`src/rtl/env_rmw_arbiter.sv`:
```
`default_nettype none
// ============================================================================
// Module   : env_rmw_arbiter
// Purpose  : Round-robin arbiter that serialises per-ant atomic
//            read-modify-write operations (take sugar / deposit signal) onto
//            the single environment lookup/write port.
// Revision : 1.0 - initial release
// ============================================================================
module env_rmw_arbiter #(
    parameter int ANT_NUM     = 8,
    parameter int X_BITS      = 8,
    parameter int Y_BITS      = 8,
    parameter int SIGNAL_BITS = 4,
    parameter int SIG_DEPOSIT = 3
) (
    input  logic                        newLocClock,
    input  logic                        RESET_SIM,
    input  logic                        PAUSE,
    input  logic [ANT_NUM-1:0]          req,
    input  logic [ANT_NUM*X_BITS-1:0]   req_x,
    input  logic [ANT_NUM*Y_BITS-1:0]   req_y,
    input  logic [ANT_NUM-1:0]          req_take,
    input  logic [ANT_NUM-1:0]          req_deposit,
    output logic [X_BITS-1:0]           lookup_X,
    output logic [Y_BITS-1:0]           lookup_Y,
    input  logic                        lookup_sugar,
    input  logic [SIGNAL_BITS-1:0]      lookup_signal,
    output logic [X_BITS-1:0]           write_X,
    output logic [Y_BITS-1:0]           write_Y,
    output logic                        write_flag,
    output logic                        write_sugar,
    output logic [SIGNAL_BITS-1:0]      write_signal,
    output logic [ANT_NUM-1:0]          grant,
    output logic [ANT_NUM-1:0]          ack,
    output logic                        took_sugar,
    output logic                        busy
);

    localparam int c_idx_w = (ANT_NUM > 1) ? $clog2(ANT_NUM) : 1;
    localparam int c_w1    = c_idx_w + 1;
    localparam int c_sw1   = SIGNAL_BITS + 1;

    localparam logic [1:0] c_idle   = 2'd0;
    localparam logic [1:0] c_lookup = 2'd1;
    localparam logic [1:0] c_modify = 2'd2;
    localparam logic [1:0] c_ack    = 2'd3;

    localparam logic [c_idx_w-1:0] c_idx_last = c_idx_w'(ANT_NUM - 1);
    localparam logic [c_idx_w-1:0] c_idx_one  = c_idx_w'(1);
    localparam logic [c_w1-1:0]    c_ant_num  = c_w1'(ANT_NUM);
    localparam logic [ANT_NUM-1:0] c_one_ant  = ANT_NUM'(1);
    localparam logic [SIGNAL_BITS:0] c_sig_dep = c_sw1'(SIG_DEPOSIT);
    localparam logic [SIGNAL_BITS:0] c_sig_max = {1'b0, {SIGNAL_BITS{1'b1}}};

    logic [1:0]             r_state;
    logic [1:0]             w_state_next;
    logic [c_idx_w-1:0]     r_ptr;
    logic [c_idx_w-1:0]     r_idx;
    logic [X_BITS-1:0]      r_x;
    logic [Y_BITS-1:0]      r_y;
    logic                   r_take;
    logic                   r_dep;
    logic                   r_took;

    logic                   w_found;
    logic [c_idx_w-1:0]     w_win;
    logic [c_w1-1:0]        w_sum;
    logic                   w_start;
    logic [ANT_NUM-1:0]     w_onehot;
    logic                   w_addr_en;
    logic                   w_modify;
    logic [SIGNAL_BITS:0]   w_sig_sum;
    logic [SIGNAL_BITS-1:0] w_sig_new;

    // Round-robin search: first requester at or after the pointer, wrapping.
    always_comb begin
        w_found = 1'b0;
        w_win   = '0;
        w_sum   = '0;
        for (int i = 0; i < ANT_NUM; i++) begin
            if (!w_found) begin
                w_sum = {1'b0, r_ptr} + c_w1'(i);
                if (w_sum >= c_ant_num) begin
                    w_sum = w_sum - c_ant_num;
                end
                if (req[w_sum[c_idx_w-1:0]]) begin
                    w_found = 1'b1;
                    w_win   = w_sum[c_idx_w-1:0];
                end
            end
        end
    end

    assign w_start = w_found & ~PAUSE;

    // State register; reset aborts any transaction immediately.
    always_ff @(posedge newLocClock or posedge RESET_SIM) begin
        if (RESET_SIM) begin
            r_state <= c_idle;
        end else begin
            r_state <= w_state_next;
        end
    end

    // Next-state: fixed four-phase sequence once a grant is issued.
    always_comb begin
        w_state_next = r_state;
        case (r_state)
            c_idle:   if (w_start) w_state_next = c_lookup;
            c_lookup: w_state_next = c_modify;
            c_modify: w_state_next = c_ack;
            c_ack:    w_state_next = c_idle;
            default:  w_state_next = c_idle;
        endcase
    end

    // Transaction context: winner latched at grant so a dropped req still completes.
    always_ff @(posedge newLocClock or posedge RESET_SIM) begin
        if (RESET_SIM) begin
            r_ptr  <= '0;
            r_idx  <= '0;
            r_x    <= '0;
            r_y    <= '0;
            r_take <= 1'b0;
            r_dep  <= 1'b0;
            r_took <= 1'b0;
        end else begin
            if ((r_state == c_idle) && w_start) begin
                r_idx  <= w_win;
                r_x    <= req_x[w_win*X_BITS +: X_BITS];
                r_y    <= req_y[w_win*Y_BITS +: Y_BITS];
                r_take <= req_take[w_win];
                r_dep  <= req_deposit[w_win];
            end
            if (r_state == c_modify) begin
                r_took <= r_take & lookup_sugar;
            end
            if (r_state == c_ack) begin
                r_ptr <= (r_idx == c_idx_last) ? '0 : (r_idx + c_idx_one);
            end
        end
    end

    // Saturating deposit computed one bit wider so the carry is visible.
    always_comb begin
        w_sig_sum = {1'b0, lookup_signal} + c_sig_dep;
        w_sig_new = lookup_signal;
        if (r_dep) begin
            w_sig_new = (w_sig_sum > c_sig_max) ? {SIGNAL_BITS{1'b1}}
                                                : w_sig_sum[SIGNAL_BITS-1:0];
        end
    end

    assign w_onehot  = c_one_ant << r_idx;
    assign w_addr_en = (r_state == c_lookup) || (r_state == c_modify);
    assign w_modify  = (r_state == c_modify);

    assign busy         = (r_state != c_idle);
    assign grant        = busy ? w_onehot : '0;
    assign ack          = (r_state == c_ack) ? w_onehot : '0;
    assign took_sugar   = (r_state == c_ack) ? r_took : 1'b0;
    assign lookup_X     = w_addr_en ? r_x : '0;
    assign lookup_Y     = w_addr_en ? r_y : '0;
    assign write_X      = w_modify ? r_x : '0;
    assign write_Y      = w_modify ? r_y : '0;
    assign write_flag   = w_modify;
    assign write_sugar  = w_modify & ~r_take & lookup_sugar;
    assign write_signal = w_modify ? w_sig_new : '0;

endmodule
`default_nettype wire
```
`config.mk`:
```
export PLATFORM = sky130hd
export DESIGN_NAME = env_rmw_arbiter
export DESIGN_NICKNAME = d
export VERILOG_FILES = /design/src/rtl/env_rmw_arbiter.sv
export SDC_FILE = /design/constraint.sdc
export NUM_CORES = 1
export LEC_CHECK = 0
export CAP_MARGIN = 5
export CORE_ASPECT_RATIO = 1.25
export CORE_UTILIZATION = 43
export DETAILED_ROUTE_END_ITERATION = 12
export PLACE_DENSITY = 0.86
export SLEW_MARGIN = 20
export SYNTH_ARGS = -nofsm -noshare
export SYNTH_HDL_FRONTEND = slang
export SYNTH_SLANG_ARGS = --single-unit
```
`constraint.sdc`:
```
create_clock -name newLocClock -period 8.31 [get_ports newLocClock]
set_input_delay 1.662 -clock newLocClock [delete_from_list [all_inputs] [get_ports newLocClock]]
set_output_delay 1.662 -clock newLocClock [all_outputs]
set_load 0.02 [all_outputs]
```
* Word-level counts from Yosys, hierarchy flattened
Cells that the tools add are included.
** Cells by class
- Add/sub/neg operators :: 17
- Order comparisons :: 18
- Equal/unequal tests :: 5
- Shift operators :: 3
- Multiplexer cells :: 78
- Bitwise logic cells :: 6
- Reduce and logical (&&, ||, !) cells :: 4
** Operators by type and width (number)
- 64-bit by 7-bit variable part select with 8-bit output :: 2
- 3-bit 2-to-1 mux :: 31
- 8-bit 2-to-1 mux :: 6
- 3-bit by 4-bit < comparator with 1-bit output (second input constant) :: 9
- 1-bit binary-select mux with 3-bit select :: 10
- 4-bit greater-or-equal comparator (second input constant) :: 7
- 1-bit 2-to-1 mux :: 26
- 3-bit by 1-bit subtractor with 3-bit output (second input constant) :: 8
- 3-bit by 3-bit adder with 4-bit output (second input constant) :: 4
- 4-bit 2-to-1 mux :: 3
- 3-bit by 2-bit adder with 4-bit output (second input constant) :: 2
- 2-bit one-hot mux with 4 select lines :: 1
- 1-bit by 3-bit << shifter with 8-bit output (first input constant) :: 1
- 4-bit by 2-bit adder with 5-bit output (second input constant) :: 1
- 5-bit by 4-bit > comparator with 1-bit output (second input constant) :: 1
- 3-bit by 1-bit adder with 4-bit output (second input constant) :: 1
- 1-bit bitwise AND :: 4
- 2-bit == test (second input constant) :: 2
- 3-bit by 4-bit greater-or-equal comparator with 1-bit output (second input constant) :: 1
- 3-bit by 1-bit adder with 3-bit output (second input constant) :: 1
- 3-bit == test (second input constant) :: 1
- 2-bit by 1-bit == test with 1-bit output (second input constant) :: 1
- 2-bit zero test :: 1
- 2-bit 2-to-1 mux :: 1
- other kinds (5) :: 6
** Storage, ports and cells
- Flip-flop bits (word level) :: 27
- Input bits :: 160
- Output and inout port bits :: 56
- Logic and storage cells :: 139

* Longest topological paths before layout
Gate-level depths: netlist of run 1.
- Depth in word-level cells :: 43
- Depth in mapped cells :: 17
- Depth with buffers taken out :: 11

* Worst setup path after synthesis of run 1
No wires, ideal clock.
- Path type :: input to output
- From :: input port lookup_signal[0]
- To :: output port write_signal[2]
- Data arrival time :: 2642 ps
- Path slack :: 4006 ps
- Stages on the path :: 5
- Buffers on the path :: 0
- Path through :: inv_1 > ha_1 > inv_1 > a21oi_1 > a311oi_1
** On the way
- Cells in the longest elaborated chain, start to end :: 5
** RTL lines
- start, declared :: line 27 : input logic [SIGNAL_BITS-1:0] lookup_signal,
- 4-bit by 2-bit adder with 5-bit output (*) :: line 146 : w_sig_sum = {1'b0, lookup_signal} + c_sig_dep;
- 5-bit by 4-bit > comparator with 1-bit output :: line 149 : w_sig_new = (w_sig_sum > c_sig_max) ? {SIGNAL_BITS{1'b1}}
- 4-bit 2-to-1 mux (*) :: line 149
- 4-bit 2-to-1 mux (*) :: line 148 : if (r_dep) begin
- 4-bit 2-to-1 mux (*) :: line 168 : assign write_signal = w_modify ? w_sig_new : '0;
- end, declared :: line 32 : output logic [SIGNAL_BITS-1:0] write_signal,
Every way passes the cells marked *; elsewhere a longest branch is shown, timed or not.

* Worst setup path after layout of run 1
- From :: input port lookup_signal[0]
- To :: output port write_signal[1]
The elaborated chain is that of the path after synthesis.

==> results.md, run 1 <==
* Status: complete, no violations
* Hold Crit Depth at 2
* EDFF count, synth at 0
* Max_cap viols at 0
* Pre-CTS setup slack at 2.90 ns
* RSZ-0062 raised after global routing: no
* Mapped cell area at 0.00376 sq mm
* Post-Layout Cell Count at 689
* Max FO, Critical Path at 4
* Final HPWL DP at 10300 um
* Gate power share at 86.7%
* CTS Buf Count at 3
* Number of synthesized register bits at 27
* Seq pwr share at 10.4%
* Post-synthesis sequential area ratio at 18.0%
* R2R setup slack at 3.21 ns
* Clk sinks at 27
* Multi-input logic area at 0.00284 sq mm
* Fmax at 193 MHz
* TritonCTS clock tree: yes
* Routed met3 length at 670 um
* Final Max Slew Viols at 0
* Setup Crit Path Kind: input pin to output pin
* Met2 wire len at 6560 um
* Total core area at 0.00838 sq mm
* Synth-to-layout area growth at 57.8%
* Setup ws final at 3.14 ns
* Row Count at 37
* Final hold vios at 0
* Hold endpoint: r_y[3]$_DFFE_PP0P_
* CP max stage cell: clkdlybuf4s50_1
* Unique masters post-synth at 53
* Int Pwr at 1.43 mW
* YS warnings at 0
* Sequential cell area at 676 sq um
* Share of layout cells above drive strength 1 at 12.1%
* Clock network fraction of design power at 2.9%
* Max Root-Sink Buffers at 2
* Top-Level Pins at 216
* Total gr overflow at 0
* P per Cell Area at 461 mW/mm^2
* Slew margin rel. at 53.3%
* WP data required at 6.65 ns
* Switching power at 1.31 mW
* First-pass GRT wire length at 18800 um
* Top-area cell type share of the netlist area at 18.0%
* Via count at 3823
* CTS root buf: clkbuf_8
* Worst reg2reg endpoint: r_x[5]$_DFFE_PP0P_
* Syn_nets at 551
* Setup_tns at 0 ns
* RR Startpoint: r_ptr[0]$_DFFE_PP0P_
* Post-Route WL at 12500 um
* Lkg Pwr at 2.38 nW
* Antenna violations before repair at 0
* Synth Flop Type: dfrtp_1
* Yosys top cell by area: dfrtp_1
* Switch share at 47.8%
* 1st-iter DRT viols at 318
* Final Setup Violations at 0
* Via-to-Cell Ratio at 5.55
* Data arrival, critical path at 3.51 ns
* Port bufs at 215
* CP Capture Type: output pin
* Routed Antenna Nets at 0
* CP max stage delay at 0.63 ns
* Placed Instances at 685
* Mapped Cells at 377
* Reg clk slew, reported paths at 0.10 ns
* H-tree depth at 1
* Die footprint at 0.00913 sq mm
* Clock latency on the worst-skew pair at 0.28 ns
* Top Layer Used: met4
* Cells along the critical path: clkdlybuf4s50_1 > inv_1 > ha_1 > inv_1 > nand3_1 > a31oi_1 > clkdlybuf4s50_1
* Post-CTS setup buffers at 0
* Min-delay src: r_y[3]$_DFFE_PP0P_
* Final hold slack at 0.514 ns
* M1 WL at 4820 um
* Synth async-reset ratio at 100%
* CTS hold repair buffers at 0
* Antenna fix cells at 0
* Vias in the first global route at 3665
* Min cycle time layout at 5.17 ns
* GRT Util Overall at 26.4%
* RD Place Congestion at 0.907
* Post-CTS Resized at 0
* Layout fillers at 624
* Nature of the critical path startpoint: input pin
* Die height at 107 um
* Syn_area_per_cell at 9.98 sq um
* Period utilization at 62.2%
* Routed WL per cell at 18.1 um
* DRT Pass-1 Iters at 5
* Nets at 747
* Max VDD drop at 0.000241 V
* HP Class: flop to flop
* Reg2reg path depth at 12
* DR DRC count at 0
* Worst-Margin Slew at 0.700 ns
* Die X at 85.7 um
* Largest net degree at the start of global routing at 37
* Fin Clk Skew at 0.00473 ns
* Initial core utilization at 44.9%
* Synth area leaders: dfrtp_1 (18%), mux4_2 (18%), mux2i_1 (9.3%), and2_1 (7.1%), ha_1 (4.7%)
per-layer routing:
| metal | GRT usage (%) | vias to the layer above |
|---|---|---|
| met1 | 30.9 | 1810 |
| met5 | 0 | - |
| met3 | 4.54 | 36 |
| met4 | 9.05 | 0 |
| met2 | 48.4 | 174 |
| li1 | - | 1803 |
how the worst max path moves through the flow:
| stage | start | endpoint | cells after the start |
|---|---|---|---|
| final | lookup_signal[0] | write_signal[1] | 7 |
| after global routing | r_ptr[0]$_DFFE_PP0P_ | r_x[7]$_DFFE_PP0P_ | 12 |
| after CTS | r_ptr[0]$_DFFE_PP0P_ | r_x[7]$_DFFE_PP0P_ | 11 |
| after detailed placement | req[6] | r_dep$_DFFE_PP0P_ | 10 |
| after global placement | req[6] | r_dep$_DFFE_PP0P_ | 10 |
| after floorplan | lookup_signal[0] | write_signal[2] | 5 |
layout make-up:
type / instances / share of cell area, %
tap: 117 / 2.46
clock buffer: 3 / 0.695
timing repair buffer: 216 / 36.4
inverter: 19 / 1.20
sequential: 27 / 11.4
clock inverter: 1 / 0.126
multi-input combinational: 306 / 47.8
per-stage QoR:
| stage | util (%) | cell area [sq um] | power (mW) |
|---|---|---|---|
| after floorplan | - | 3760 | 2.22 |
| after global placement | 70.3 | 5890 | 2.59 |
| after detailed placement | 70.3 | 5890 | 2.66 |
| after CTS | 70.9 | 5940 | 2.74 |
| after global routing | 70.9 | 5940 | 2.92 |
| final | 70.9 | 5940 | 2.74 |
power by group through the flow:
stage	Combinational (mW)	Sequential [mW]	Clock, mW
after global placement	2.31	0.283	0
after floorplan	1.99	0.230	0
after detailed placement	2.37	0.287	0
after global routing	2.54	0.297	0.0843
after CTS	2.38	0.285	0.0804
final	2.38	0.285	0.0789
worst max-delay path: cells and delay by family:
kind,cells,cell delay (ns)
fa+ha+maj,1,0.22
compound gates,1,0.21
simple gates,1,0.11
buf+inv,4,1.31
cell families after synthesis:
logic type | synth area share, %
and+or+nand+nor | 18.6
xor gates and xnor gates | 1.10
AOI/OAI and AO/OA | 12.6
adders and majority gates | 4.65
buffers and inverters | 6.72
DFF | 18.0
muxes | 38.4
placed cells by master, fill, tap and decap left out, types with 2 or more instances in the layout:
master / instances
nand2_1: 31
mux2i_4: 2
nor2_1: 9
and3_1: 6
inv_1: 17
nand2_2: 2
o211ai_1: 15
mux4_2: 30
o221ai_1: 2
a21oi_1: 8
nand3_1: 17
ha_1: 14
mux2_4: 3
clkdlybuf4s50_1: 215
mux2i_1: 35
o21ai_1: 12
o21ai_0: 18
a31oi_1: 4
dfrtp_1: 27
nor2b_1: 5
mux2_2: 14
nor3_1: 4
o22ai_1: 2
mux4_1: 6
and2_1: 43
clkbuf_8: 3
nand2b_1: 3
state kept, by name, indices dropped and copies added, names as in the netlist:
signal	flops
r_idx	3
r_state	2
r_took	1
r_take	1
r_y	8
r_ptr	3
r_dep	1
r_x	8
synthesized netlist by cell type (2+ instances only):
cell,count
a21oi_1,8
a31oi_1,4
and2_1,43
and3_1,6
buf_12,2
buf_2,8
buf_6,4
clkbuf_1,9
dfrtp_1,27
ha_1,14
inv_1,18
mux2_2,14
mux2_4,3
mux2i_1,35
mux2i_4,2
mux4_1,6
mux4_2,30
nand2_1,32
nand2b_1,3
nand3_1,17
nor2_1,9
nor2b_1,5
nor3_1,4
o211ai_1,15
o21ai_0,18
o21ai_1,12
o221ai_1,2
o22ai_1,2
Note: power is estimated with default switching activity, not from simulation.
==> inputs of run 2 (changes only) <==
--- a/config.mk
+++ b/config.mk
@@ -7,9 +7,9 @@
 export LEC_CHECK = 0
 export CAP_MARGIN = 5
 export CORE_ASPECT_RATIO = 1.25
-export CORE_UTILIZATION = 43
+export CORE_UTILIZATION = 40
 export DETAILED_ROUTE_END_ITERATION = 12
-export PLACE_DENSITY = 0.86
+export PLACE_DENSITY = 0.81
 export SLEW_MARGIN = 20
 export SYNTH_ARGS = -nofsm -noshare
 export SYNTH_HDL_FRONTEND = slang
==> constraint.sdc (replaced) <==
create_clock -name newLocClock -period 5.4 [get_ports newLocClock]
set_input_delay 1.08 -clock newLocClock [delete_from_list [all_inputs] [get_ports newLocClock]]
set_output_delay 1.08 -clock newLocClock [all_outputs]
set_load 0.02 [all_outputs]
==> run 2 against run 1 <==
  * Flip-flop and latch count did not move
  * Core utilization decreased by 5.2 points
  * Critical path depth grew 5
  * First-iteration DRC count down 58%
  * Clock power rose by 120%
  * Combinational power grew 55%
  * Wire length increased by 2.4%
  * Clock skew is 0.0014 ns lower
  * Via count is 0.24% lower
  * Worst hold slack got worse by 0.0058 ns
  * Die area up 7.3%
  * Highest routed layer unchanged
==> results.md, run 2 (synthesis results as in run 1) <==
* Worst-Margin Slew at 0.680 ns (was 0.700 ns)
* Post-CTS Resized at 0 (unchanged)
* Fin Clk Skew at 0.00331 ns (was 0.00473 ns)
* Min cycle time layout at 4.58 ns
* Row Count at 39 (was 37)
* Commonest non-fill, non-tap cell in the layout: clkdlybuf4s50_1 (unchanged)
* Die X at 88.8 um (was 85.7 um)
* CTS Buf Count at 3 (unchanged)
* Fmax at 219 MHz
* Total core area at 0.00913 sq mm (was 0.00838 sq mm)
* RSZ-0062 raised after global routing: no (unchanged)
* Antenna fix cells at 0 (unchanged)
* First-pass GRT wire length at 20100 um (was 18800 um)
* Via-to-Cell Ratio at 5.46 (was 5.55)
* RR Startpoint: r_ptr[0]$_DFFE_PP0P_ (unchanged)
* R2R setup slack at 0.82 ns (was 3.21 ns)
* Status: complete, no violations (unchanged)
* WP data required at 5.54 ns (was 6.65 ns)
* CP Capture Type: flop (was output pin)
* Placed Instances at 694 (was 685)
* Synth-to-layout area growth at 59.3% (was 57.8%)
* Setup crit start: r_ptr[0]$_DFFE_PP0P_ (was lookup_signal[0])
* Min-delay src: r_y[7]$_DFFE_PP0P_ (was r_y[3]$_DFFE_PP0P_)
* H-tree depth at 1 (unchanged)
* Routed WL per cell at 18.3 um (was 18.1 um)
* Final Setup Violations at 0 (unchanged)
* GRT Util Overall at 26.7% (was 26.4%)
* Antenna violations before repair at 0 (unchanged)
* HP Class: flop to flop (unchanged)
* Top-Level Pins at 216 (unchanged)
* Post-Layout Cell Count at 698 (was 689)
* Max Root-Sink Buffers at 2 (unchanged)
* Port bufs at 215 (unchanged)
* RD Place Congestion at 0.918 (was 0.907)
* Pre-CTS setup slack at 0.782 ns (was 2.90 ns)
* CTS hold repair buffers at 0 (unchanged)
* Final hold vios at 0 (unchanged)
* Layout fillers at 747 (was 624)
* Die height at 110 um (was 107 um)
* Max FO, Critical Path at 24 (was 4)
* Routed Antenna Nets at 0 (unchanged)
* Sequential cell area at 676 sq um (unchanged)
* Share of layout cells above drive strength 1 at 12.0% (was 12.1%)
* Total gr overflow at 0 (unchanged)
* Final Max Slew Viols at 0 (unchanged)
* Clk sinks at 27 (unchanged)
* Nature of the critical path startpoint: flop (was input pin)
* Nets at 750 (was 747)
* Top Layer Used: met4 (unchanged)
* DRT Pass-1 Iters at 4 (was 5)
* Largest registers: r_x x8, r_y x8 (unchanged)
* Initial core utilization at 41.2% (was 44.9%)
* Setup Crit Path Kind: flop to flop (was input pin to output pin)
* M1 WL at 5060 um (was 4820 um)
* Clock latency on the worst-skew pair at 0.26 ns (was 0.28 ns)
* Multi-input logic area at 0.00284 sq mm (about the same)
* Reg clk slew, reported paths at 0.07 ns (was 0.10 ns)
* DR DRC count at 0 (unchanged)
* Setup_tns at 0 ns (unchanged)
* TritonCTS clock tree: yes (unchanged)
* Final HPWL DP at 10600 um (was 10300 um)
* Slew margin rel. at 54.7% (was 53.3%)
* Via count at 3814 (was 3823)
* Period utilization at 84.7%
* Vias in the first global route at 3915 (was 3665)
* Lkg Pwr at 2.41 nW (was 2.38 nW)
* Post-CTS setup buffers at 0 (unchanged)
* Setup ws final at 0.825 ns (was 3.14 ns)
* Data arrival, critical path at 4.72 ns (was 3.51 ns)
* Routed met3 length at 613 um (was 670 um)
* P per Cell Area at 718 mW/mm^2 (was 461 mW/mm^2)
* Most frequent cells in the layout: clkdlybuf4s50_1 (215), and2_1 (43), mux2i_1 (35) (unchanged)
* CTS root buf: clkbuf_16 (was clkbuf_8)
* 1st-iter DRT viols at 134 (was 318)
* Post-Route WL at 12800 um (was 12500 um)
* Die footprint at 0.00980 sq mm (was 0.00913 sq mm)
* Largest net degree at the start of global routing at 36 (was 37)
* Max VDD drop at 0.000397 V (was 0.000241 V)
* Max_cap viols at 0 (unchanged)
* Met2 wire len at 6620 um (was 6560 um)
run 2: area by class of cell:
type	instances	area share, %
Clock buffer	4	1.31
Inverter	19	1.19
Multi-Input combinational cell	306	47.3
Sequential cell	27	11.3
Tap cell	123	2.57
Timing Repair Buffer	219	36.4
run 2: per-stage QoR:
step,cell area [sq um],hold slack [ns],power (mW),utilization (%)
after floorplan,3760,0.461,3.41,-
after global placement,5920,0.481,4.06,64.9
after detailed placement,5920,0.495,4.15,64.9
after CTS,6000,0.510,4.33,65.7
after global routing,6000,0.547,4.63,65.7
final,6000,0.509,4.30,65.7
run 2: per-layer routing:
layer  vias to the layer above  GRT usage (%)
met3                        37           3.51
li1                       1812              -
met4                         0           10.6
met5                         -              0
met2                       131           46.8
met1                      1834           32.2
run 2: worst paths after layout:
path / end / cells past startpoint
worst max-delay path: r_x[6]$_DFFE_PP0P_ / 12
worst min-delay path: r_y[7]$_DFFE_PP0P_ / 2
worst max register to register: r_x[6]$_DFFE_PP0P_ / 12
worst min register to register: r_y[7]$_DFFE_PP0P_ / 2
max in group asynchronous: r_x[4]$_DFFE_PP0P_ / 2
min in group asynchronous: r_y[3]$_DFFE_PP0P_ / 2
run 2: critical path, cell delays in order (launching register included):
cell and delay, ns:
dfrtp_1 0.75, clkinv_1 0.20, ha_1 0.69, mux4_2 0.56, and2_1 0.17, nor4_2 0.33, o21a_4 0.24, mux2i_2 0.10
mux2i_4 0.14, buf_4 0.41, mux4_1 0.62, mux2i_1 0.15, o21ai_1 0.07
run 2: where the power goes:
group          leakage (nW)  switching [mW]  internal, mW
sequential            0.336           0.139         0.302
clock                0.0382          0.0685         0.101
combinational          2.03            1.83          1.86
total                  2.41            2.04          2.26
